**config.mk**
```make
export PLATFORM = sky130hd
export DESIGN_NAME = predict_grid_sequencer
export DESIGN_NICKNAME = d
export VERILOG_FILES = /design/src/rtl/predict_grid_sequencer.sv
export SDC_FILE = /design/constraint.sdc
export NUM_CORES = 1
export LEC_CHECK = 0
export CAP_MARGIN = 10
export CORE_AREA = 4 4 160 162
export DETAILED_ROUTE_END_ITERATION = 8
export DIE_AREA = 0 0 164 166
export DONT_BUFFER_PORTS = 1
export GPL_ROUTABILITY_DRIVEN = 1
export PLACE_DENSITY = 0.61
export SLEW_MARGIN = 0
export SYNTH_ARGS = -nofsm -noshare
export SYNTH_HDL_FRONTEND = slang
export SYNTH_SLANG_ARGS = --single-unit
```
**constraint.sdc**
```tcl
create_clock -name CLK -period 15.8 [get_ports CLK]
set_input_delay 3.95 -clock CLK [delete_from_list [all_inputs] [get_ports CLK]]
set_output_delay 3.95 -clock CLK [all_outputs]
set_load 0.1 [all_outputs]
```
**src/rtl/predict_grid_sequencer.sv**
```systemverilog
// Prediction-grid sweep sequencer: snapshots stepper positions, walks the step
// index over the horizon and offers each settled grid downstream.
module predict_grid_sequencer #(
    parameter int STEPPERS_NUM = 6,
    parameter int PREDICT_LAT  = 4,
    parameter int MAX_HORIZON  = 255
) (
    input  logic                      CLK,
    input  logic                      RST,
    input  logic                      start,
    input  logic                      abort,
    input  logic [7:0]                horizon,
    input  logic [32*STEPPERS_NUM-1:0] stepperPosition,
    output logic [32*STEPPERS_NUM-1:0] posSnapshot,
    output logic [7:0]                step,
    output logic                      gridValid,
    input  logic                      gridReady,
    output logic [7:0]                gridStep,
    output logic                      busy,
    output logic                      done,
    output logic                      aborted
);

    localparam int CW = (PREDICT_LAT > 1) ? $clog2(PREDICT_LAT) : 1;
    localparam logic [CW-1:0] LAT_M1 = CW'(PREDICT_LAT - 1);
    localparam logic [8:0] MAX_H = 9'(MAX_HORIZON);

    typedef enum logic [1:0] {
        IDLE,
        SETTLE,
        OFFER,
        DONE
    } state_t;

    state_t          state;
    logic [CW-1:0]   wait_cnt;
    logic [7:0]      hlat;
    logic            horizon_ok;
    logic            last_step;
    logic            transfer;

    assign horizon_ok = (horizon != 8'd0) && ({1'b0, horizon} <= MAX_H);
    assign last_step  = (step == hlat - 8'd1);
    assign transfer   = gridValid && gridReady;

    always_ff @(posedge CLK or posedge RST) begin
        if (RST) begin
            state       <= IDLE;
            posSnapshot <= '0;
            step        <= '0;
            gridStep    <= '0;
            gridValid   <= 1'b0;
            busy        <= 1'b0;
            done        <= 1'b0;
            aborted     <= 1'b0;
            wait_cnt    <= '0;
            hlat        <= '0;
        end else begin
            done    <= 1'b0;
            aborted <= 1'b0;
            // Abort wins over any same-cycle handshake; that grid is dropped.
            if (abort && state != IDLE) begin
                state     <= IDLE;
                gridValid <= 1'b0;
                step      <= '0;
                wait_cnt  <= '0;
                busy      <= 1'b0;
                done      <= 1'b1;
                aborted   <= 1'b1;
            end else begin
                unique case (state)
                    IDLE: begin
                        if (start && !abort) begin
                            if (horizon_ok) begin
                                posSnapshot <= stepperPosition;
                                hlat        <= horizon;
                                step        <= '0;
                                wait_cnt    <= LAT_M1;
                                busy        <= 1'b1;
                                state       <= SETTLE;
                            end else begin
                                done <= 1'b1;
                            end
                        end
                    end
                    SETTLE: begin
                        if (wait_cnt == '0) begin
                            gridValid <= 1'b1;
                            gridStep  <= step;
                            state     <= OFFER;
                        end else begin
                            wait_cnt <= wait_cnt - CW'(1);
                        end
                    end
                    OFFER: begin
                        if (transfer) begin
                            gridValid <= 1'b0;
                            if (last_step) begin
                                done  <= 1'b1;
                                state <= DONE;
                            end else begin
                                step     <= step + 8'd1;
                                wait_cnt <= LAT_M1;
                                state    <= SETTLE;
                            end
                        end
                    end
                    DONE: begin
                        busy  <= 1'b0;
                        state <= IDLE;
                    end
                    default: begin
                        busy  <= 1'b0;
                        state <= IDLE;
                    end
                endcase
            end
        end
    end

endmodule

```
# Yosys cells after proc, flatten, opt, wreduce, memory -nomap -nowiden
# Cells that the tools add are included.
word_totals:
  reg_bits: 224
  input_bits: 205
  output_inout_bits: 212
  wordCells: 78
classes:
  n_addsub: 3
  eq_ne: 10
  n_mux: 35
  n_bitwise: 1
  reduce_logical: 19
ops:
  columns: ["operator", "count"]
  rows:
  - ["$mux W8", 5]
  - ["$mux W2", 12]
  - ["$ne A3 B3 Y1 const B", 6]
  - ["$pmux W8 S2", 1]
  - ["$mux W1", 12]
  - ["$reduce_and A3 Y1", 3]
  - ["$reduce_bool A3 Y1", 3]
  - ["$add A8 B1 Y8 const B", 1]
  - ["$eq A8 B8 Y1", 1]
  - ["$pmux W2 S4", 1]
  - ["$reduce_and A4 Y1", 2]
  - ["$reduce_bool A8 Y1", 1]
  - ["$sub A8 B1 Y8 const B", 1]
  - ["$pmux W1 S2", 3]
  - ["$pmux W2 S3", 1]
  - ["$reduce_and A6 Y1", 1]
  - ["$reduce_and A5 Y1", 1]
  - ["$eq A2 B2 Y1 const B", 2]
  - ["$logic_not A2 Y1", 2]
  - ["$reduce_bool A4 Y1", 1]
  - ["$logic_and A1 B1 Y1", 3]
  - ["$eq A2 B1 Y1 const B", 1]
  - ["$reduce_bool A2 Y1", 1]
  - ["$sub A2 B1 Y2 const B", 1]
  - ["2 further kinds", 2]

# Logic depth before layout (Yosys ltp)
depth:
  ltp_word: 6
  ltp_mapped: 9
  mapped_depth_nobuf: 8

# Worst setup path before layout
# Ideal clock, no wire load.
synth_timing:
  path_type: "input-to-reg"
  from: "input abort"
  to: "register posSnapshot[0]"
  setup_time_ns: 0.125
  arrival_time_ns: 5.519
  required_time_ns: 15.675
  setup_slack_ns: 10.156
  stages: 7
  path_buffers: 3
  path_cell_list: "nand2b_1 nor3_1 nor2b_1 clkbuf_1 buf_2 buf_2 mux2_2"
synth_via:
  elab_chain_cells: 3
  word_cells_on_any_way: 5
  classes_between: "1 x bitwise; 4 x reduce/logical"
synth_lines:
  columns: ["element", "line", "text"]
  rows:
  - ["start, declared", "11", "input logic abort,"]
  - ["$logic_not A1 Y1 / $logic_and A1 B1 Y1 (equally long branches)", "73, 62", null]
  - ["$logic_and A1 B1 Y1 / $not A1 Y1 (equally long branches)", null, null]
  - ["$reduce_and A4 Y1 (no line) (*)", null, null]
  - ["end signal, assigned", "75", "posSnapshot <= stepperPosition;"]
  - ["end, declared", "14", "output logic [32*STEPPERS_NUM-1:0] posSnapshot,"]
# Every way passes the cells marked *; elsewhere a longest branch is shown, timed or not.
# A chain may end at the register's enable or synchronous reset.

# Worst setup path after layout
layout_timing:
  from: "input abort"
  to: "register posSnapshot[63]"
# The elaborated chain is that of the path after synthesis.

==> metrics.txt <==
worst-path fanout max 70; CTS Hold Buffers Added 0; TNS Setup 0 ns; DIE AREA 27200 um2; Starting Density between 30% and 40%; DRT Pass-1 Iters 4; fin crit period 6.15 ns; Distinct cells, synth 48; area share of the largest cell type after synthesis 62.7%; number of synthesized register bits 224; Clock Latency Late Sink around 0.5 ns; RSZ-0062 raised after global routing false; drt via density 5.26; Yosys top cell by area dfrtp_1; post_cts resized 0; Die Span Y around 170 um; Initial DRC Count 273; Achievable Freq roughly 160 MHz; Crit. End Element register; top cells by area, synth dfrtp_1 63%, mux2_2 26%, buf_2 1.2%; Reg clk slew, reported paths ~0.060 ns; Final Skew approximately 0.012 ns; R2R depth 5; min-delay worst type reg -> reg; largest net degree at the start of global routing a little over 90; Max-Cap Viols 0; reg2reg end posSnapshot[63]$_DFFE_PP0P_; GRT overflow 0; initial antenna violation count 2; row cnt 57; Post-route DRC 0; Sinks on Clock Net between 200 and 250; Chip Width about 160 um; Synth Net Count around 800; CTS tree yes; top cells by count, synth 224 x dfrtp_1, 205 x mux2_2, 22 x buf_2; total routed wirelength between 20000 and 25000 um; cell count after synthesis 591; ratio of cells with drive above 1 in the final layout approximately 44%; sequential fraction of the synthesis area 62.7%; Mapped Area 8930 um2; H-Tree Depth 1; Mapped Avg Cell Area 15.1 um2; kind of critical path in -> reg; Clock Tree Buf Depth 3; reg-to-reg startpoint state[0]$_DFFE_PP0P_; global-route wire length before repair 32600 um; Area growth syn-to-layout 12.6%; via count 4937; final hold violation count 0; DR WL/cell 22.6 um; HPWL Detailed 16100 um; core footprint between 20000 and 25000 um2; Syn. warnings 0; DRT antenna net count 0; Worst Hold Depth 2; Tcrit/Tclk final 38.9%; Post-synth EDFFs 0; Worst Setup Start Kind primary input; worst path required time between 15 and 20 ns; top-count cell post-synth dfrtp_1; Worst-Margin Slew ~1.1 ns; start point of the worst hold path wait_cnt[1]$_DFFE_PP0P_; total track usage between 10% and 20%; postcts setup bufs 0; number of global-route vias before repair 5425; RePlAce Congestion between 0.8 and 0.9; Port Buffers 0; Filler cells around 2.2k; max-slew violations 0; Nets roughly 810; run status complete, no violations; Synth async-reset ratio 100%; Root Buffer clkbuf_16; Synth Flop Type dfrtp_1; worst path arrival time roughly 6.5 ns; Num CTS Buffers 23; Rel. slew slack around a quarter; r2r setup slk 12.62 ns; hold endpoint wait_cnt[1]$_DFFE_PP0P_; IO Pins between 400 and 500; count of final setup violators 0
worst max-delay path: stages:
cell and delay, ns:
nand2b_1 0.15, nor3_1 0.48, nor2b_4 0.34, buf_4 0.39, buf_4 0.73, mux2_2 0.42
cell families (layout without fill, tap and decap cells):
group	after synthesis	in the layout	synth area share (%)
fa+ha+maj	3	3	0.420
simple gates	59	59	3.68
buf+inv	41	63	2.11
xor+xnor	12	12	1.18
compound gates	45	45	3.80
flops	224	224	62.7
mux	207	207	26.1
other cells	0	1	0
through the flow:
step                hold WS, ns  worst slack, ns  util [%]  std cells  cell area [um2]
floorplan                 0.475             5.72         -        591             8930
global placement          0.492             9.30      38.6        897             9300
global route              0.536             9.48      41.7        937            10100
CTS                       0.508             9.69      41.7        937            10100
finish                    0.505             9.65      41.7        938            10100
detailed placement        0.494             9.16      38.6        897             9300
how the worst max path moves through the flow:
stage	cells past startpoint	to	startpoint	slack, ns
2_1_floorplan	1	aborted$_DFF_PP0_	RST	5.72
3_5_place_dp	6	posSnapshot[80]$_DFFE_PP0P_	abort	9.16
6_report	6	posSnapshot[63]$_DFFE_PP0P_	abort	9.65
5_1_grt	6	posSnapshot[57]$_DFFE_PP0P_	abort	9.48
4_1_cts	6	posSnapshot[63]$_DFFE_PP0P_	abort	9.69
3_3_place_gp	6	posSnapshot[44]$_DFFE_PP0P_	abort	9.30
per-layer routing:
metal | GRT usage (%) | share of wire [%]
met1 | 16.6 | 35
met2 | 26.3 | 53
met3 | 4.64 | 9.7
met4 | 5.47 | 3.1
met5 | 0 | 0.094
final cells by class:
type | count | area [um2] | share of cell area, %
flip-flops and latches | 224 | 5610 | 55.7
clock inverters | 7 | 88.8 | 0.883
well taps | 324 | 405 | 4.03
repair buffers | 12 | 90.1 | 0.895
clock buffers | 33 | 673 | 6.69
multi-input cells | 326 | 3150 | 31.3
diodes | 1 | 2.50 | 0.0249
inverters | 11 | 48.8 | 0.485
flip-flops by register name, indices dropped and copies added, names as in the netlist:
signal,count
state,2
step,8
wait_cnt,2
busy,1
aborted,1
done,1
posSnapshot,192
gridValid,1
hlat,8
gridStep,8
cells in the final DEF, fill, tap and decap left out, types with 3 or more instances in the layout:
cell	n
nor3_1	7
clkinv_2	4
nor2b_1	5
nand2_1	11
dfrtp_1	224
clkbuf_1	4
and3_1	3
nand2b_1	4
clkbuf_8	6
xnor2_1	10
nor4_1	4
nand3_1	5
mux2_2	205
a21oi_1	10
or2_2	4
buf_4	12
clkbuf_16	23
ha_1	3
nor2_1	8
o21ai_0	9
inv_1	10
Power is left out: the tool's default activity adds up to more than one toggle a clock period on the data nets, which glitch-free logic cannot reach.
